**src/rtl/exec_muldiv.sv**
```systemverilog
// exec_muldiv: multi-cycle RV32M execute unit (mul/mulh/mulhsu/mulhu,
// div/divu/rem/remu) sitting beside the single-cycle ALU.
//
// Ports:
//   clk, rst        clock (rising edge), asynchronous active-high reset
//   start           request valid, accepted only in IDLE when flush=0
//   funct3          RV32M operation select
//   src_a, src_b    forwarded rs1/rs2 operands
//   rd_in           destination register of the request
//   flush           abort an in-flight operation
//   stall           combinational freeze request to the hazard unit
//   done            one-cycle result-valid pulse
//   result, rd_out  result and its destination, held until the next result
//
// Optional build macro EXEC_MULDIV_EARLY_OUT_EN: divisions whose divisor is
// zero or whose dividend magnitude is below the divisor magnitude skip the
// iteration phase (3-cycle latency). Undefined: fixed XLEN+1 DIV clocks.
module exec_muldiv #(
  parameter int unsigned XLEN       = 32,
  parameter int unsigned MUL_STAGES = 2,
  parameter int unsigned RD_W       = 5
) (
  input  logic            clk,
  input  logic            rst,
  input  logic            start,
  input  logic [2:0]      funct3,
  input  logic [XLEN-1:0] src_a,
  input  logic [XLEN-1:0] src_b,
  input  logic [RD_W-1:0] rd_in,
  input  logic            flush,
  output logic            stall,
  output logic            done,
  output logic [XLEN-1:0] result,
  output logic [RD_W-1:0] rd_out
);

  localparam int unsigned CNT_W = $clog2(XLEN + MUL_STAGES + 1);
  localparam int unsigned PW    = 2 * XLEN;

  typedef enum logic [1:0] {S_IDLE, S_MUL, S_DIV, S_DONE} state_e;

  state_e            state_q, state_d;
  logic [1:0]        op_q, op_d;
  logic [XLEN-1:0]   a_q, a_d, b_q, b_d;
  logic [XLEN-1:0]   dvsr_q, dvsr_d, quo_q, quo_d, rem_q, rem_d;
  logic [CNT_W-1:0]  cnt_q, cnt_d;
  logic              qneg_q, qneg_d, rneg_q, rneg_d;
  logic [RD_W-1:0]   rd_q, rd_d, rd_out_q, rd_out_d;
  logic [XLEN-1:0]   result_q, result_d;
  logic              done_q, done_d;

  // Accept-time operand magnitudes and result signs for division
  logic            sdiv_c;
  logic [XLEN-1:0] mag_a_c, mag_b_c;
  assign sdiv_c  = ~funct3[0];
  assign mag_a_c = (sdiv_c && src_a[XLEN-1]) ? -src_a : src_a;
  assign mag_b_c = (sdiv_c && src_b[XLEN-1]) ? -src_b : src_b;

  // Full-width product; operands sign-extended only where the op is signed
  logic signed [XLEN:0] ea_c, eb_c;
  logic [PW-1:0]        prod_c, mul_out_c;
  assign ea_c   = {((op_q == 2'd1) || (op_q == 2'd2)) & a_q[XLEN-1], a_q};
  assign eb_c   = {(op_q == 2'd1) & b_q[XLEN-1], b_q};
  assign prod_c = PW'(ea_c) * PW'(eb_c);

  // MUL_STAGES-1 free-running registers after the multiplier; the last
  // stage is the result register loaded on the edge entering DONE.
  if (MUL_STAGES > 1) begin : g_pipe
    logic [PW-1:0] pipe_q [MUL_STAGES-1];
    always_ff @(posedge clk or posedge rst) begin
      if (rst) begin
        pipe_q <= '{default: '0};
      end else begin
        pipe_q[0] <= prod_c;
        for (int unsigned i = 1; i < MUL_STAGES - 1; i++) pipe_q[i] <= pipe_q[i-1];
      end
    end
    assign mul_out_c = pipe_q[MUL_STAGES-2];
  end else begin : g_nopipe
    assign mul_out_c = prod_c;
  end

  // One restoring step: shift next dividend bit into the partial remainder
  logic [XLEN:0] rem_sh_c;
  logic          ge_c;
  assign rem_sh_c = {rem_q, quo_q[XLEN-1]};
  assign ge_c     = rem_sh_c >= {1'b0, dvsr_q};

  // Sign fix; divide-by-zero overrides with all-ones / dividend
  logic [XLEN-1:0] q_fix_c, r_fix_c;
  always_comb begin
    q_fix_c = qneg_q ? -quo_q : quo_q;
    r_fix_c = rneg_q ? -rem_q : rem_q;
    if (dvsr_q == '0) begin
      q_fix_c = '1;
      r_fix_c = a_q;
    end
  end

  // Next-state and datapath update
  always_comb begin
    state_d  = state_q;
    op_d     = op_q;
    a_d      = a_q;
    b_d      = b_q;
    dvsr_d   = dvsr_q;
    quo_d    = quo_q;
    rem_d    = rem_q;
    cnt_d    = cnt_q;
    qneg_d   = qneg_q;
    rneg_d   = rneg_q;
    rd_d     = rd_q;
    rd_out_d = rd_out_q;
    result_d = result_q;
    done_d   = 1'b0;
    case (state_q)
      S_IDLE: begin
        if (start && !flush) begin
          op_d    = funct3[1:0];
          a_d     = src_a;
          b_d     = src_b;
          rd_d    = rd_in;
          cnt_d   = '0;
          dvsr_d  = mag_b_c;
          quo_d   = mag_a_c;
          rem_d   = '0;
          qneg_d  = sdiv_c & (src_a[XLEN-1] ^ src_b[XLEN-1]);
          rneg_d  = sdiv_c & src_a[XLEN-1];
          state_d = funct3[2] ? S_DIV : S_MUL;
        end
      end
      S_MUL: begin
        if (flush) begin
          state_d = S_IDLE;
        end else if (cnt_q == CNT_W'(MUL_STAGES - 1)) begin
          result_d = (op_q == 2'd0) ? mul_out_c[XLEN-1:0] : mul_out_c[PW-1:XLEN];
          rd_out_d = rd_q;
          done_d   = 1'b1;
          state_d  = S_DONE;
        end else begin
          cnt_d = cnt_q + CNT_W'(1);
        end
      end
      S_DIV: begin
        if (flush) begin
          state_d = S_IDLE;
        end else if (cnt_q == CNT_W'(XLEN)) begin
          result_d = op_q[1] ? r_fix_c : q_fix_c;
          rd_out_d = rd_q;
          done_d   = 1'b1;
          state_d  = S_DONE;
`ifdef EXEC_MULDIV_EARLY_OUT_EN
        end else if ((cnt_q == '0) && ((dvsr_q == '0) || (quo_q < dvsr_q))) begin
          // Quotient is 0 (or overridden); remainder is the whole dividend
          rem_d = quo_q;
          quo_d = '0;
          cnt_d = CNT_W'(XLEN);
`endif
        end else begin
          rem_d = ge_c ? XLEN'(rem_sh_c - {1'b0, dvsr_q}) : rem_sh_c[XLEN-1:0];
          quo_d = {quo_q[XLEN-2:0], ge_c};
          cnt_d = cnt_q + CNT_W'(1);
        end
      end
      S_DONE:  state_d = S_IDLE;
      default: state_d = S_IDLE;
    endcase
  end

  // State and datapath registers
  always_ff @(posedge clk or posedge rst) begin
    if (rst) begin
      state_q  <= S_IDLE;
      op_q     <= '0;
      a_q      <= '0;
      b_q      <= '0;
      dvsr_q   <= '0;
      quo_q    <= '0;
      rem_q    <= '0;
      cnt_q    <= '0;
      qneg_q   <= 1'b0;
      rneg_q   <= 1'b0;
      rd_q     <= '0;
      rd_out_q <= '0;
      result_q <= '0;
      done_q   <= 1'b0;
    end else begin
      state_q  <= state_d;
      op_q     <= op_d;
      a_q      <= a_d;
      b_q      <= b_d;
      dvsr_q   <= dvsr_d;
      quo_q    <= quo_d;
      rem_q    <= rem_d;
      cnt_q    <= cnt_d;
      qneg_q   <= qneg_d;
      rneg_q   <= rneg_d;
      rd_q     <= rd_d;
      rd_out_q <= rd_out_d;
      result_q <= result_d;
      done_q   <= done_d;
    end
  end

  assign stall  = ((state_q == S_IDLE) && start && !flush) ||
                  (state_q == S_MUL) || (state_q == S_DIV);
  assign done   = done_q;
  assign result = result_q;
  assign rd_out = rd_out_q;

endmodule

```
**config.mk**
```make
export PLATFORM = sky130hd
export DESIGN_NAME = exec_muldiv
export DESIGN_NICKNAME = d
export VERILOG_FILES = /design/src/rtl/exec_muldiv.sv
export SDC_FILE = /design/constraint.sdc
export NUM_CORES = 2
export LEC_CHECK = 0
export CAP_MARGIN = 20
export CORE_ASPECT_RATIO = 1.1
export CORE_UTILIZATION = 30
export CTS_BUF_LIST = sky130_fd_sc_hd__clkbuf_8
export CTS_CLUSTER_SIZE = 8
export DETAILED_ROUTE_END_ITERATION = 10
export SYNTH_ARGS = -nofsm -noshare
export SYNTH_HDL_FRONTEND = slang
export SYNTH_SLANG_ARGS = --single-unit
```
**constraint.sdc**
```tcl
create_clock -name clk -period 13 [get_ports clk]
set_clock_uncertainty 0.05 [all_clocks]
set_input_delay 1.95 -clock clk [delete_from_list [all_inputs] [get_ports clk]]
set_output_delay 1.95 -clock clk [all_outputs]
set_load 0.01 [all_outputs]
```
==> results.txt <==
Post-synth top flop -> dfrtp_1
H-tree Lvls -> 2
Mean Syn Cell Area -> 9.01 um^2
startpoint types -> register
flop2flop setup slack -> 3190 ps
critical path arrival -> 10,290 ps
Synth Warn # -> 0
Final Hold Viols -> 0
largest net degree at the start of global routing -> 153
Final Setup Violations -> 0
post_cts resized -> 0
I/O pin total -> 115
max-cap violation count -> 0
die area -> 180,000 um^2
top post-synthesis cells by area -> fa_1, dfrtp_1, inv_1
CP Data Required Time -> 13,490 ps
clock buffer count from CTS -> 51
final core utilization -> 32.7%
status -> complete, no violations
drt wl/cell -> 20.5 um
Synth cell types -> 66
critical path class -> reg2reg
max-slew violations -> 0
most frequent cell after synthesis -> inv_1
Post-synth top cells -> inv_1, fa_1, nand2_1, clkbuf_1, and2_1
slowest stage delay, CP -> 1180 ps
FP Rows -> 162
Tmin final -> 9810 ps
vias in the first global route -> 43.8k
CP max FO -> 19
P&R area growth vs syn -> 8.42%
CP top delay family -> adder cells
first-pass GRT wire length -> 263 mm
clock slew at reported path FFs -> 60 ps
Yosys top cell area share -> 42.2%
Worst Setup End Kind -> register
area leader, netlist -> fa_1
Hold/Removal Path Class -> reg2reg
DP Wirelength -> 126 mm
final RePlAce weighted congestion -> 0.950
GRT Total Usage -> 19.1%
Setup Buffers After CTS -> 0
WHS -> 431 ps
gr ovfl total -> 0
maximum clock rate -> 0.102 GHz
initial antenna violation count -> 7
filler cell count -> 18.3k
vias -> 40.3k
post-route ant nets -> 0
# hold bufs at CTS -> 0
Post-Syn Instances -> 5,924
fin crit share -> 75.4%
slowest stage cell, crit path -> fa_1
initial drt markers -> 2,773
unrepaired setup endpoints after global routing -> no
Final #Nets -> 7,281
layout cells sized above 1 -> 4.41%
synthesized area -> 53,400 um^2
Post-Route WL -> 169 mm
die width -> 404 um
Initial Utilization -> 30.2%
setup_tns -> 0 ps
CTS tree -> yes
IO buf count -> 114
Seq/Total Area, Yosys -> 13.0%
Skew-Pair Late Insertion Delay -> 680 ps
synthesized flop and latch total -> 278
clock buffer depth -> 3
Post-synth EDFFs -> 0
Rel. slew slack -> 15.6%
DRC Markers -> 0
most used cell, CP -> fa_1
Bufs and invs on worst path -> 6
worst slew pin tran -> 1270 ps
total core area -> 177,000 um^2
CTS sink cnt -> 278
First-pass DRT Iterations -> 5
Die Height -> 444 um
ys async rst share -> 100%
vias per cell -> 4.90
root buffer cell -> clkbuf_8
Mapped Nets -> 7,383
==> stage by stage <==
| stage | worst slack, ps | instances | cell area [um^2] |
|---|---|---|---|
| final | 3190 | 8236 | 57900 |
| after global routing | 2710 | 8233 | 57900 |
| after CTS | 3240 | 8232 | 57900 |
| after detailed placement | 3290 | 8146 | 56900 |
| after global placement | 3350 | 8146 | 56900 |
| after floorplan | 3330 | 5924 | 53400 |
==> path summary, 6_finish.rpt <==
check / endpoint / start / cells after the start
worst min-delay path: result[9] / result[9] / 2
min in group asynchronous: a_q[5] / rst / 2
max in group asynchronous: b_q[23] / rst / 3
worst max-delay path: g_pipe.pipe_q[61] / op_q[1] / 28
worst min register to register: result[9] / result[9] / 2
worst max register to register: g_pipe.pipe_q[61] / op_q[1] / 28
==> layer usage <==
| metal | track usage (%) | wire (um) | share of wire [%] |
|---|---|---|---|
| met1 | 24.2 | 67000 | 40 |
| met2 | 33.0 | 83400 | 49 |
| met5 | 0.243 | 70 | 0.041 |
| met4 | 7.31 | 7410 | 4.4 |
| met3 | 2.25 | 11000 | 6.5 |
==> registers in the layout, indices dropped and copies added, names as in the netlist <==
| name | cells |
|---|---|
| qneg_q | 1 |
| cnt_q | 6 |
| rem_q | 32 |
| state_q | 2 |
| rneg_q | 1 |
| done | 1 |
| rd_out | 5 |
| a_q | 32 |
| dvsr_q | 31 |
| result | 32 |
| g_pipe.pipe_q | 64 |
| quo_q | 32 |
| b_q | 32 |
| rd_q | 5 |
| op_q | 2 |
==> cell type report <==
class | count | area, um^2 | share of cell area [%]
clock inverter | 22 | 119 | 0.205
clock buffer | 64 | 881 | 1.52
inverter | 1243 | 4670 | 8.07
antenna | 3 | 7.51 | 0.0130
timing repair buffer | 192 | 1760 | 3.04
sequential | 278 | 6970 | 12.0
tap | 2378 | 2980 | 5.14
multi-input combinational | 4056 | 40500 | 70.0
==> worst reg2reg max path, delay by kind of cell (launching register included) <==
| kind | cells | cell delay, ps |
|---|---|---|
| fa+ha+maj | 10 | 5880 |
| compound gates | 8 | 1410 |
| buf+inv | 6 | 950 |
| simple gates | 3 | 890 |
| flops | 1 | 340 |
| mux | 1 | 180 |
==> layout by cell type, fill, tap and decap left out, types with 114 or more instances in the layout <==
cell and count:
inv_1 1256, clkdlybuf4s50_1 114, and2_1 325, a21oi_1 200
o21ai_0 235, fa_1 1126, nand2_1 975, ha_1 255
dfrtp_1 266, nor2_1 166
==> cells by family after synthesis <==
group                    share of synthesized area, %
AO/OA/AOI/OAI                                    7.55
XOR/XNOR                                         3.59
adder cells (fa/ha/maj)                          48.2
buffers and inverters                            11.2
flip-flops                                       13.0
multiplexers                                     2.16
AND/OR/NAND/NOR                                  14.2
Power is not shown: default switching activity piles up to over one toggle a cycle in this logic, so the estimate is an artifact.
